--- src/rtl/rob_pkg.sv ---
// Shared ROB definitions: default sizes, physical-register tag and entry layout.
package rob_pkg;

    localparam int unsigned DEF_ROB_SZ      = 32;
    localparam int unsigned DEF_PHYS_REG_SZ = 64;
    localparam int unsigned TAG_PR_W        = $clog2(DEF_PHYS_REG_SZ);

    typedef struct packed {
        logic [TAG_PR_W-1:0] phys_reg;
        logic                ready;
    } tag_t;

    typedef struct packed {
        logic valid;
        logic complete;
        tag_t t;
        tag_t t_old;
    } rob_entry_t;

endpackage

--- src/rtl/rob_if.sv ---
// Dispatch / complete / retire bundle between the ROB and its surroundings.
interface rob_if
    import rob_pkg::*;
#(
    parameter int unsigned IW = $clog2(DEF_ROB_SZ)
) ();

    logic [IW-1:0] complete_idx;
    logic          complete_en;
    tag_t          t_in;
    tag_t          t_old_in;
    logic          in_en;
    logic          free;
    logic [IW-1:0] free_idx;
    logic [IW-1:0] head_idx_dbg;
    tag_t          retire_t;
    tag_t          retire_t_old;
    logic          retire_en;

    modport master (
        output complete_idx, complete_en, t_in, t_old_in, in_en,
        input  free, free_idx, head_idx_dbg, retire_t, retire_t_old, retire_en
    );

    modport slave (
        input  complete_idx, complete_en, t_in, t_old_in, in_en,
        output free, free_idx, head_idx_dbg, retire_t, retire_t_old, retire_en
    );

endinterface

--- src/rtl/rob.sv ---
// Reorder buffer: circular queue that allocates in order, completes out of order
// and retires at most one completed head entry per cycle.
module rob
    import rob_pkg::*;
#(
    parameter int unsigned ROB_SZ = DEF_ROB_SZ,
    parameter int unsigned PR_W   = $clog2(DEF_PHYS_REG_SZ)
) (
    input  logic clock,
    input  logic reset,
    rob_if.slave bus
);

    localparam int unsigned IW       = $clog2(ROB_SZ);
    localparam int unsigned CW       = IW + 1;
    localparam int unsigned TW       = PR_W + 1;
    localparam int unsigned TAG_BITS = $bits(tag_t);

    logic [IW-1:0]     head_q;
    logic [IW-1:0]     tail_q;
    logic [CW-1:0]     count_q;
    logic [ROB_SZ-1:0] valid_q;
    logic [ROB_SZ-1:0] complete_q;
    logic [TW-1:0]     t_mem     [ROB_SZ];
    logic [TW-1:0]     t_old_mem [ROB_SZ];

    logic dispatch;
    logic retire;

    assign bus.free         = (count_q < CW'(ROB_SZ));
    assign bus.free_idx     = tail_q;
    assign bus.head_idx_dbg = head_q;

    assign dispatch = bus.in_en & bus.free;
    assign retire   = valid_q[head_q] & complete_q[head_q];

    assign bus.retire_en    = retire;
    assign bus.retire_t     = retire ? tag_t'(TAG_BITS'(t_mem[head_q]))     : '0;
    assign bus.retire_t_old = retire ? tag_t'(TAG_BITS'(t_old_mem[head_q])) : '0;

    // Control state; later assignments take priority (retire clears a head that is
    // completed again in the same cycle, dispatch initialises a freshly allocated slot).
    always_ff @(posedge clock or negedge reset) begin
        if (!reset) begin
            head_q     <= '0;
            tail_q     <= '0;
            count_q    <= '0;
            valid_q    <= '0;
            complete_q <= '0;
        end else begin
            if (bus.complete_en && valid_q[bus.complete_idx]) begin
                complete_q[bus.complete_idx] <= 1'b1;
            end
            if (retire) begin
                valid_q[head_q]    <= 1'b0;
                complete_q[head_q] <= 1'b0;
                head_q             <= head_q + IW'(1);
            end
            if (dispatch) begin
                valid_q[tail_q]    <= 1'b1;
                complete_q[tail_q] <= 1'b0;
                tail_q             <= tail_q + IW'(1);
            end
            case ({dispatch, retire})
                2'b10:   count_q <= count_q + CW'(1);
                2'b01:   count_q <= count_q - CW'(1);
                default: count_q <= count_q;
            endcase
        end
    end

    // Tag payload storage needs no reset; it is only observed behind a valid bit.
    always_ff @(posedge clock) begin
        if (dispatch) begin
            t_mem[tail_q]     <= TW'(bus.t_in);
            t_old_mem[tail_q] <= TW'(bus.t_old_in);
        end
    end

endmodule

--- src/flat_wrapper.sv ---
// flat-port wrapper written by rule: the top's interface ports become plain ports
module rob_flat import rob_pkg::*;
#(
    parameter int unsigned ROB_SZ = DEF_ROB_SZ,
    parameter int unsigned PR_W   = $clog2(DEF_PHYS_REG_SZ)
)
  (clock, reset, bus_complete_idx, bus_complete_en, bus_t_in, bus_t_old_in, bus_in_en, bus_free, bus_free_idx, bus_head_idx_dbg, bus_retire_t, bus_retire_t_old, bus_retire_en);
  rob_if #(.IW(($clog2((DEF_ROB_SZ))))) bus_i ();
  input  logic clock;
  input  logic reset;
  input wire logic [$bits(bus_i.complete_idx)-1:0] bus_complete_idx;
  input wire logic [$bits(bus_i.complete_en)-1:0] bus_complete_en;
  input wire logic [$bits(bus_i.t_in)-1:0] bus_t_in;
  input wire logic [$bits(bus_i.t_old_in)-1:0] bus_t_old_in;
  input wire logic [$bits(bus_i.in_en)-1:0] bus_in_en;
  output wire logic [$bits(bus_i.free)-1:0] bus_free;
  output wire logic [$bits(bus_i.free_idx)-1:0] bus_free_idx;
  output wire logic [$bits(bus_i.head_idx_dbg)-1:0] bus_head_idx_dbg;
  output wire logic [$bits(bus_i.retire_t)-1:0] bus_retire_t;
  output wire logic [$bits(bus_i.retire_t_old)-1:0] bus_retire_t_old;
  output wire logic [$bits(bus_i.retire_en)-1:0] bus_retire_en;
  assign bus_i.complete_idx = bus_complete_idx;
  assign bus_i.complete_en = bus_complete_en;
  assign bus_i.t_in = bus_t_in;
  assign bus_i.t_old_in = bus_t_old_in;
  assign bus_i.in_en = bus_in_en;
  assign bus_free = bus_i.free;
  assign bus_free_idx = bus_i.free_idx;
  assign bus_head_idx_dbg = bus_i.head_idx_dbg;
  assign bus_retire_t = bus_i.retire_t;
  assign bus_retire_t_old = bus_i.retire_t_old;
  assign bus_retire_en = bus_i.retire_en;
  rob #(.ROB_SZ(ROB_SZ), .PR_W(PR_W)) u_core (.clock(clock), .reset(reset), .bus(bus_i));
endmodule
--- config.mk ---
export PLATFORM = sky130hd
export DESIGN_NAME = rob_flat
export DESIGN_NICKNAME = d
export VERILOG_FILES = /design/src/rtl/rob_pkg.sv /design/src/rtl/rob_if.sv /design/src/rtl/rob.sv /design/src/flat_wrapper.sv
export SDC_FILE = /design/constraint.sdc
export NUM_CORES = 1
export LEC_CHECK = 0
export ABC_AREA = 1
export CAP_MARGIN = 20
export CORE_MARGIN = 3
export CORE_UTILIZATION = 25
export CTS_CLUSTER_SIZE = 16
export DETAILED_ROUTE_END_ITERATION = 7
export GPL_TIMING_DRIVEN = 0
export PLACE_DENSITY = 0.5
export REMOVE_ABC_BUFFERS = 1
export SYNTH_ARGS = -nofsm -noshare
export SYNTH_HDL_FRONTEND = slang
export SYNTH_SLANG_ARGS = --single-unit
--- constraint.sdc ---
create_clock -name clock -period 3.09 [get_ports clock]
set_input_delay 0.4635 -clock clock [delete_from_list [all_inputs] [get_ports clock]]
set_output_delay 0.4635 -clock clock [all_outputs]
set_load 0.05 [all_outputs]
==> flow_results.org <==
** Yosys
- Most frequently used flop master after synthesis :: edfxtp_1
- Async set-reset flop share out of synthesis :: 15.2%
- The synthesized design contains 528 register bits.
- Most numerous cell types in the synthesized netlist :: nand2_1 (722), edfxtp_1 (448), nor2_1 (190)
- Summing every instance area after synthesis gives 23200 sq um.
- The synthesized design devotes to its leading area cell type 57.9% of total area.
- In this run, synthesis inferred 448 flip-flops with an integrated enable.
- Number of warnings issued by yosys :: 0
- Synthesis produced a netlist whose cell count is 2243.
- Seq/Total Area, Yosys :: 66.5%
- The synthesized netlist contains 29 unique library cells.
- Summed over all instances, the cell type with the most area after synthesis is edfxtp_1.
- By area the synthesized netlist is led by edfxtp_1 (58%), nand2_1 (12%), dfrtp_1 (8.6%).
- Among all cell types in the netlist, the one instantiated most often is nand2_1.
- In this run the mean area of a mapped cell was 10.4 sq um.

** Timing
- In the post-route analysis, the smallest setup slack over all paths is -319 ps.
- Across the routed clock network, the largest skew measured is 35.9 ps.
- The final number of max-transition violations is 0.
- After layout, the worst path uses 110% of the clock period.
- For the pin with the worst max-slew slack, the measured transition is 1000 ps.
- Measured against its own limit, the worst slew margin works out to 33.0%.
- Number of hold violations in the final report :: 0
- Final Critical Period :: 3410 ps
- Setup TNS after final layout :: -3730 ps
- RSZ-0062 raised after global routing :: yes
- Setup violations remaining at the end of the flow were counted as 18.
- Based on the critical path, the design can be clocked at up to 293 MHz.

** Run status
- Result of the run :: finished, violations left
- Failing checks :: negative setup slack

** Routing
- For this run, design rule violations remaining after detail routing come to 0.
- Total wirelength of the detailed-routed design :: 79200 um
- Antenna Nets Post-Route :: 0
- Via count of the routed design :: 17.6k
- Per-cell routed wire length :: 21.6 um
- Vias per cell :: 4.81
- Number of DRC violations after detailed-routing iteration 0 :: 1889
- The first TritonRoute pass finished after 7 iterations.

** Pwr
- In this run the static leakage power is 11.5 nW.
- Maximum VDD drop :: 593 uV
- The design draws 29.7 mW.
- Pwr/cell area :: 1000 nW/um^2

** Setup path
- CP Max Fanout :: 8
- The startpoint identified for the worst register-to-register timing path is u_core.bus.head_idx_dbg[0].
- Critical Setup Path Class :: reg -> out
- STA classifies the critical path startpoint as a flop.
- Critical Path RT :: 2630 ps
- R2r endpoint :: u_core.count_q[4]
- At the worst endpoint, the arrival time is 2950 ps.
- Count of cells along the worst register-to-register path :: 22
- For flop-to-flop paths, the worst setup slack is -190 ps.
- STA classifies the critical path endpoint as an output pin.

** Cells and area
- From synthesis to final layout, the design area changed by 27.9%.
- Nets :: 2405
- Layout cells sized above 1 :: 14.7%
- Leaving out filler cells and counting taps, the final layout contains 3661.
- At the end of the flow the core is filled with cells to 32.3%.

** Global route
- The number of antenna violations at the first check in global routing came to 1.
- Total overflow reported by the global router :: 0
- Entering global routing, the biggest net connects 66 pins.
- Via count of the first global-routing pass :: 17.0k
- The first global-routing pass estimated 115000 um of wire.
- Across every metal layer, demand over resource in global routing totals 15.9%.

** Floorplan
- Vertical die dimension :: 311 um
- Number of placement rows :: 111
- Boundary Pins :: 49
- Effective utilization at floorplan :: 25.3%
- Area of the placeable core :: 91900 sq um
- The die covers 96600 sq um.
- The floorplan step set the die width to 311 um.

** CTS
- The H-tree generated during clock tree synthesis spans 2 levels.
- TritonCTS clock tree :: done
- Number of clock buffers inserted by TritonCTS :: 54
- Clock sink total :: 528
- CTS placed an instance of clkbuf_16 at the clock tree root.
- Clock Latency Late Sink :: 630 ps
- After clock tree synthesis, the clock-pin slew on the worst setup and hold paths is 60 ps.
- In this run the deepest clock path goes through 3 buffers.

** Job
- Number of violations of the max-capacitance limit :: 0

** Placed design
- Dpl cells :: 3468
- Number of buffers inserted by port buffering :: 48
- Summed over all nets, the half-perimeter wirelength after detailed placement is 44100 um.
- Final weighted congestion in routability-driven placement :: 0.840
- At the placement stage, the worst setup path has a slack of -2460 ps.

** Min path
- The path class of the tightest hold or removal check is in -> async.
registers in the layout, indices dropped and copies added (netlist names):
| signal | flops |
|---|---|
| u_core.valid_q | 32 |
| u_core.t_mem | 224 |
| u_core.t_old_mem | 224 |
| u_core.complete_q | 32 |
| u_core.count_q | 6 |
| u_core.bus.free_idx | 5 |
| u_core.bus.head_idx_dbg | 5 |
routing by layer:
metal / wire length (um) / GRT usage, % / up-vias
met5: 0 / 0 / -
met4: 2530 / 5.28 / 0
met3: 6300 / 2.70 / 154
met2: 35500 / 24.7 / 789
met1: 34900 / 22.6 / 8762
li1: - / - / 7901
layout by cell type, fill, tap and decap left out, types with 10 or more instances in the layout:
cell / count
ha_1: 10
clkinv_2: 12
nand2_1: 705
nor2_4: 27
buf_8: 40
a32o_1: 27
buf_12: 16
o21ai_1: 25
clkbuf_16: 59
nor3_1: 10
clkinv_1: 16
buf_6: 16
nand2_2: 19
nand4_1: 42
a22o_1: 52
buf_16: 41
clkdlybuf4s50_1: 32
nor2_2: 33
edfxtp_1: 448
buf_4: 30
a21oi_1: 165
dfrtp_1: 75
o21ai_0: 26
inv_1: 180
a22oi_1: 14
nand3_1: 84
nor2_1: 130
through the flow:
step,area [sq um],hold WS (ps)
3_5_place_dp,26000,443
2_1_floorplan,22600,168
4_1_cts,29500,349
6_report,29700,348
5_1_grt,29700,376
3_3_place_gp,24600,454
worst max path at each step:
| stage | from | endpoint | slack, ps | cells past startpoint |
|---|---|---|---|---|
| after floorplan | u_core.bus.head_idx_dbg[0] | u_core.count_q[4] | -8630 | 19 |
| after global placement | u_core.bus.head_idx_dbg[0] | bus_retire_t_old[5] | -19300 | 11 |
| after detailed placement | u_core.bus.head_idx_dbg[0] | u_core.count_q[4] | -2460 | 21 |
| after CTS | u_core.bus.head_idx_dbg[0] | bus_retire_t_old[4] | -260 | 15 |
| after global routing | u_core.bus.head_idx_dbg[0] | bus_retire_t_old[4] | -350 | 15 |
| final | u_core.bus.head_idx_dbg[3] | bus_retire_t_old[4] | -320 | 12 |
worst max-delay path, cell delays in order (launching register included):
cell	delay, ps
dfrtp_2	570
inv_1	210
nor3_4	260
buf_4	210
nand2_1	70
nand2_2	90
nor2_4	50
nand2_4	110
nand2_8	90
buf_12	130
buf_16	150
nor2_4	200
buf_8	170
power by group:
part	leakage, nW	internal, mW	switching [mW]
clock network	0.848	3.59	2.89
logic	5.72	5.32	9.07
registers	4.94	8.45	0.412
cell families (layout without fill, tap and decap cells):
kind of cell | after synthesis | count (layout) | synth area share, %
adders and majority gates | 11 | 11 | 0.592
xor gates and xnor gates | 12 | 12 | 0.452
and+or+nand+nor | 1061 | 1063 | 18.2
DFF | 528 | 528 | 66.5
AOI/OAI and AO/OA | 319 | 319 | 8.50
buffers and inverters | 312 | 484 | 5.70
other | 0 | 1 | 0
cell type report:
cell class	instances	area [sq um]
inverter	187	752
multi-input combinational	1405	6980
timing repair inverter	8	109
tap	1243	1560
sequential	528	15500
clock inverter	40	354
timing repair buffer	187	3110
clock buffer	62	1390
antenna	1	2.50
fill	9275	62200
what timing repair did:
| item | 4_1_cts | 5_1_grt |
|---|---|---|
| buffers inserted | 50 | 4 |
| pin swaps | 39 | 15 |
| endpoints found under the setup margin | 91 | 19 |
| gates cloned | 29 | 1 |
| resized for setup | 260 | 15 |
| endpoints found under the hold margin | 29 | 0 |
| hold buffers | 1 | 0 |
No activity file was read; power rests on OpenSTA's default activity.
